`src/rtl/seven_seg_pkg.sv`:
```
// Shared types and constants for the seven-segment scan controller.
// Types only: no latency, no backpressure.
package seven_seg_pkg;

   typedef enum logic [1:0] {
      S_WAIT,
      S_FETCH,
      S_SHOW
   } scan_state_t;

   typedef logic [3:0] digit_t;
   typedef logic [5:0] alnum_t;

   localparam int DEFAULT_PRESCALE = 1000;

endpackage

```
`src/rtl/seven_seg_scan_ctrl_prescaler.sv`:
```
// Refresh prescaler: one-cycle tick after PRESCALE enabled cycles, then restarts.
// Latency: tick is combinational on the terminal count; no backpressure (en only gates counting).
module scan_prescaler
   import seven_seg_pkg::*;
#(
   parameter int PRESCALE = DEFAULT_PRESCALE
) (
   input  logic clk,
   input  logic reset,
   input  logic en,
   output logic tick
);

   localparam int CW = $clog2(PRESCALE + 1);
   localparam logic [CW-1:0] LAST = CW'(PRESCALE - 1);

   logic [CW-1:0] cnt;

   assign tick = en && (cnt == LAST);

   always_ff @(posedge clk or posedge reset) begin
      if (reset) begin
         cnt <= '0;
      end else if (tick) begin
         cnt <= '0;
      end else if (en) begin
         cnt <= cnt + CW'(1);
      end
   end

endmodule

```
`src/rtl/seven_seg_scan_ctrl.sv`:
```
// Time-multiplexed N-digit scan over one shared external decoder; SEVEN_SEG_SCAN_BLANK_EN adds leading-zero blanking.
// Slot = PRESCALE + max(DEC_LAT,1) + 1 cycles; no backpressure, loads commit only at frame boundaries.
module seven_seg_scan_ctrl
   import seven_seg_pkg::*;
#(
   parameter int N_DIGITS = 4,
   parameter int PRESCALE = DEFAULT_PRESCALE,
   parameter int DEC_LAT  = 1
) (
   input  logic                  clk,
   input  logic                  reset,
   input  logic                  load,
   input  logic [4*N_DIGITS-1:0] load_data,
   output logic                  load_ack,
   output logic [3:0]            dec_value,
   input  logic [5:0]            dec_alnum,
   output logic [5:0]            seg_out,
   output logic [N_DIGITS-1:0]   digit_sel,
   output logic                  frame_done
);

   localparam int IW = $clog2(N_DIGITS);
   localparam logic [IW-1:0] IDX_LAST = IW'(N_DIGITS - 1);
   localparam int FETCH_CYC = (DEC_LAT < 1) ? 1 : DEC_LAT;
   localparam logic [1:0] FETCH_LAST = 2'(FETCH_CYC - 1);

   scan_state_t           state, state_nxt;
   logic [IW-1:0]         idx;
   logic [1:0]            fetch_cnt;
   logic [4*N_DIGITS-1:0] shadow;
   logic [4*N_DIGITS-1:0] pend_buf;
   logic                  pending;
   logic                  tick;
   logic                  prescale_en;
   logic                  boundary;
   digit_t                cur_digit;
   logic [N_DIGITS-1:0]   sel_onehot;
   logic [N_DIGITS-1:0]   show_sel;

   assign prescale_en = (state == S_WAIT);

   scan_prescaler #(
      .PRESCALE (PRESCALE)
   ) u_prescaler (
      .clk   (clk),
      .reset (reset),
      .en    (prescale_en),
      .tick  (tick)
   );

   assign cur_digit  = shadow[int'(idx)*4 +: 4];
   assign sel_onehot = {{(N_DIGITS-1){1'b0}}, 1'b1} << idx;
   assign boundary   = (state == S_SHOW) && (idx == IDX_LAST);
   assign frame_done = boundary;
   assign load_ack   = boundary && (pending || load);

`ifdef SEVEN_SEG_SCAN_BLANK_EN
   // Blank when this digit and every more-significant digit are zero; digit 0 always lit.
   logic lead_zero;
   always_comb begin
      lead_zero = (idx != '0);
      for (int k = 0; k < N_DIGITS; k++) begin
         if (k >= int'(idx) && shadow[4*k +: 4] != 4'd0) begin
            lead_zero = 1'b0;
         end
      end
   end
   assign show_sel = lead_zero ? '0 : sel_onehot;
`else
   assign show_sel = sel_onehot;
`endif

   always_ff @(posedge clk or posedge reset) begin
      if (reset) begin
         state <= S_WAIT;
      end else begin
         state <= state_nxt;
      end
   end

   always_comb begin
      state_nxt = state;
      case (state)
         S_WAIT:  if (tick) state_nxt = S_FETCH;
         S_FETCH: if (fetch_cnt == FETCH_LAST) state_nxt = S_SHOW;
         S_SHOW:  state_nxt = S_WAIT;
         default: state_nxt = S_WAIT;
      endcase
   end

   always_ff @(posedge clk or posedge reset) begin
      if (reset) begin
         idx       <= '0;
         fetch_cnt <= '0;
         dec_value <= '0;
         seg_out   <= '0;
         digit_sel <= '0;
         shadow    <= '0;
         pend_buf  <= '0;
         pending   <= 1'b0;
      end else begin
         case (state)
            S_WAIT: begin
               // Blank the digit lines while the decoder settles on the next value.
               if (tick) begin
                  dec_value <= cur_digit;
                  digit_sel <= '0;
                  fetch_cnt <= '0;
               end
            end
            S_FETCH: begin
               fetch_cnt <= fetch_cnt + 2'd1;
            end
            S_SHOW: begin
               seg_out   <= dec_alnum;
               digit_sel <= show_sel;
               idx       <= (idx == IDX_LAST) ? '0 : idx + IW'(1);
            end
            default: ;
         endcase

         // A load in the boundary cycle bypasses the pending buffer.
         if (boundary && (load || pending)) begin
            shadow  <= load ? load_data : pend_buf;
            pending <= 1'b0;
         end else if (load) begin
            pend_buf <= load_data;
            pending  <= 1'b1;
         end
      end
   end

endmodule

```
`config.mk`:
```
export PLATFORM = sky130hd
export DESIGN_NAME = seven_seg_scan_ctrl
export DESIGN_NICKNAME = d
export VERILOG_FILES = /design/src/rtl/seven_seg_pkg.sv /design/src/rtl/seven_seg_scan_ctrl_prescaler.sv /design/src/rtl/seven_seg_scan_ctrl.sv
export SDC_FILE = /design/constraint.sdc
export NUM_CORES = 1
export LEC_CHECK = 0
export ABC_CLOCK_PERIOD_IN_PS = 2200
export CAP_MARGIN = 10
export CORE_MARGIN = 5
export CORE_UTILIZATION = 45
export DETAILED_ROUTE_END_ITERATION = 16
export DONT_BUFFER_PORTS = 1
export PLACE_DENSITY = 0.68
export SLEW_MARGIN = 20
export SYNTH_ARGS = -nofsm -noshare
export SYNTH_HDL_FRONTEND = slang
export SYNTH_SLANG_ARGS = --single-unit
export TNS_END_PERCENT = 5
```
`constraint.sdc`:
```
create_clock -name clk -period 2.2 [get_ports clk]
set_clock_uncertainty 0.1 [all_clocks]
set_input_delay 0.22 -clock clk [delete_from_list [all_inputs] [get_ports clk]]
set_output_delay 0.22 -clock clk [all_outputs]
set_load 0.03 [all_outputs]
```
==> reports/metrics.yaml <==
layout:
  instances_no_fill: 346
  final_nets: 295
  drive_gt1_frac: 0.3048
  antenna_cells: 0
  syn_to_final_growth_pct: 19.18
floorplan:
  start_util: 0.4578
  dieArea_um2: 8125
  io_pins: 41
  fp.dieW_um: 90.14
  rows: 29
  die_height_um: 90.14
  core_um2: 6314
critical_path:
  crit_family: "simple AND/OR/NAND/NOR gates"
  required_ns: 2.32
  worstPathCellList: "ha_1 -> and4bb_2 -> and4_1 -> mux2_2"
  start_kind: "flip-flop"
  worstSetupPathType: "reg2reg"
  critical_path.max_fanout: 10
  worst_ep_arrival_time_ns: 2.03
  critPathCaptureType: "flip-flop"
  cp.buffers_inverters: 0
  critPathMaxStageDelay_ns: 0.47
  critPathSlowestCell: "and4_1"
flow_run:
  drv_cap: 0
synthesis:
  synth_ff_type: "dfrtp_1"
  synth_commonest_cells: "dfrtp_1 (63), mux2_2 (52), nand2_1 (33)"
  syn_area_um2: 2890
  synth-seq-area-share: 0.5455
  synth-edff-count: 0
  yosys_warnings: 0
  synth.net_count: 262
  yosysTopAreaCellShare: 0.5455
  synth_async_sr_flop_share: 1.000
  yosys.area.top_type: "dfrtp_1"
  ys_types: 31
  synth_area_leaders: "dfrtp_1 (55%), mux2_2 (20%), nand2_1 (4.3%)"
  synthCells: 231
  synth_seq_cells: 63
  syn_area_per_cell_um2: 12.51
  yosysMostFrequentCell: "dfrtp_1"
clocking:
  clockRootBuffer: "clkbuf_8"
  numCtsBuffers: 9
  cts_resized: 0
  holdBufCountCts: 24
  clk_latency_ns: 0.34
  clock_path_buffers: 2
  htree_levels: 3
  cts_setup_buffers: 0
  path_clk_slew_ns: 0.07
  cts_tree: "yes"
  cts_sinks: 63
power_and_ir_drop:
  power_mw: 2.478
  leakage_nw: 1.517
  ir_drop_mv: 0.3634
  pwr_density_cell_nw_per_um2: 719.5
grt:
  grt_max_degree: 27
  antenna_found_initial: 0
  grt_overflow: 0
  grt_pass1_vias: 1939
  track_usage: 0.1529
  grt_pass1_wl_mm: 9.832
timing:
  setup_tns_ns: 0
  final_hold_viol_count: 0
  finalSetupViolCount: 0
  rsz0062_at_grt: "no"
  slew_headroom: 0.6461
  fin_crit_ns: 1.913
  slew_violations: 0
  worstMarginPinSlew_ns: 0.5301
  fmax_mhz: 522.7
  fin_crit_sh: 0.8696
place:
  numPortBuffers: 0
  gp_congestion: 0.7094
  hpwl_mm: 3.700
  place_inst: 306
detailed_routing:
  drt-wirelength-per-cell_um: 16.16
  drtAntennaViolNets: 0
  drt_pass1_iterations: 4
  vias: 1825
  drc: 0
  vias_per_cell: 5.275
  drtIter0Drc: 74
  routed_wl_mm: 5.591
hold_path:
  min_path_type: "in2reg"
outcome:
  outcome: "finished, final reports clean"
-- per-layer routing --
layer,up-vias,global-route usage,wire (µm)
li1,878,-,-
met1,901,0.2021,2701
met2,44,0.2220,2491
met3,2,0.06761,359
met4,0,0.05583,38
met5,-,0,0
-- layout make-up --
class                           instances  area (µm²)
Clock inverter                          6       83.83
Tap cell                               77       96.34
Multi-Input combinational cell        151        1231
Sequential cell                        63        1577
Inverter                                9       33.78
Fill cell                             552        2869
Timing Repair Buffer                   30       285.3
Clock buffer                           10       137.6
-- worst paths after layout --
| check | slack [ns] | endpoint | depth (start not counted) | from |
|---|---|---|---|---|
| worst max register to register | 0.29 | dec_value[3] | 4 | u_prescaler.cnt[0] |
| worst min-delay path | 0.05 | shadow[4] | 2 | load_data[4] |
| worst min register to register | 0.40 | pend_buf[7] | 1 | pend_buf[7] |
| min in group asynchronous | 0.29 | u_prescaler.cnt[0] | 2 | reset |
| worst max-delay path | 0.29 | dec_value[3] | 4 | u_prescaler.cnt[0] |
| max in group asynchronous | 0.98 | pend_buf[12] | 3 | reset |
-- stage by stage --
step	worst slack, ns	util	area, µm²	hold slack [ns]
5_1_grt	0.1816	0.5456	3445	0.02793
3_3_place_gp	0.3786	0.4725	2983	0.08201
4_1_cts	0.2853	0.5456	3445	0.03098
6_report	0.2869	0.5456	3445	0.05232
2_1_floorplan	0.3103	-	2890	0.2254
3_5_place_dp	0.3156	0.4725	2983	0.07916
-- kinds of logic (layout without fill, tap and decap cells) --
kind of cell / Yosys count / count (layout) / share of synthesized area
XOR/XNOR: 2 / 2 / 0.006062
multiplexers: 56 / 56 / 0.2338
buffers and inverters: 17 / 55 / 0.02857
AND/OR/NAND/NOR: 62 / 62 / 0.1117
AO/OA/AOI/OAI: 25 / 25 / 0.04848
flip-flops: 63 / 63 / 0.5455
adder cells (fa/ha/maj): 6 / 6 / 0.02597
-- registers in the layout, indices dropped and copies added (netlist names) --
| name | cells |
|---|---|
| pend_buf | 16 |
| seg_out | 6 |
| u_prescaler.cnt | 10 |
| idx | 2 |
| fetch_cnt | 2 |
| dec_value | 4 |
| shadow | 16 |
| digit_sel | 4 |
| state | 2 |
| pending | 1 |
-- power by group --
part	leakage, nW	switching (mW)	total, mW	internal, mW
clock network	0.116	0.446	1.11	0.664
logic	0.617	0.0541	0.150	0.0960
registers	0.784	0.0190	1.22	1.20
-- cell usage in the layout (no fill, tap or decap), types with 2 or more instances in the layout --
| cell | netlist | routed |
|---|---|---|
| mux2_2 | 52 | 52 |
| nor2_1 | 4 | 4 |
| clkinv_2 | 0 | 3 |
| inv_1 | 9 | 8 |
| mux4_2 | 4 | 4 |
| and3_1 | 2 | 2 |
| bufinv_16 | 0 | 2 |
| buf_4 | 0 | 6 |
| nand4_1 | 2 | 2 |
| nand2b_1 | 3 | 3 |
| clkbuf_8 | 0 | 10 |
| o21bai_1 | 2 | 2 |
| ha_1 | 6 | 6 |
| dlygate4sd3_1 | 0 | 24 |
| or3_1 | 5 | 5 |
| a21oi_1 | 4 | 4 |
| or4_1 | 2 | 2 |
| dfrtp_1 | 63 | 63 |
| nand2_1 | 33 | 33 |
| xnor2_1 | 2 | 2 |
| o31ai_1 | 2 | 2 |
| o21ai_0 | 15 | 15 |
| and4_1 | 3 | 3 |
No activity file was read; power rests on OpenSTA's default activity.
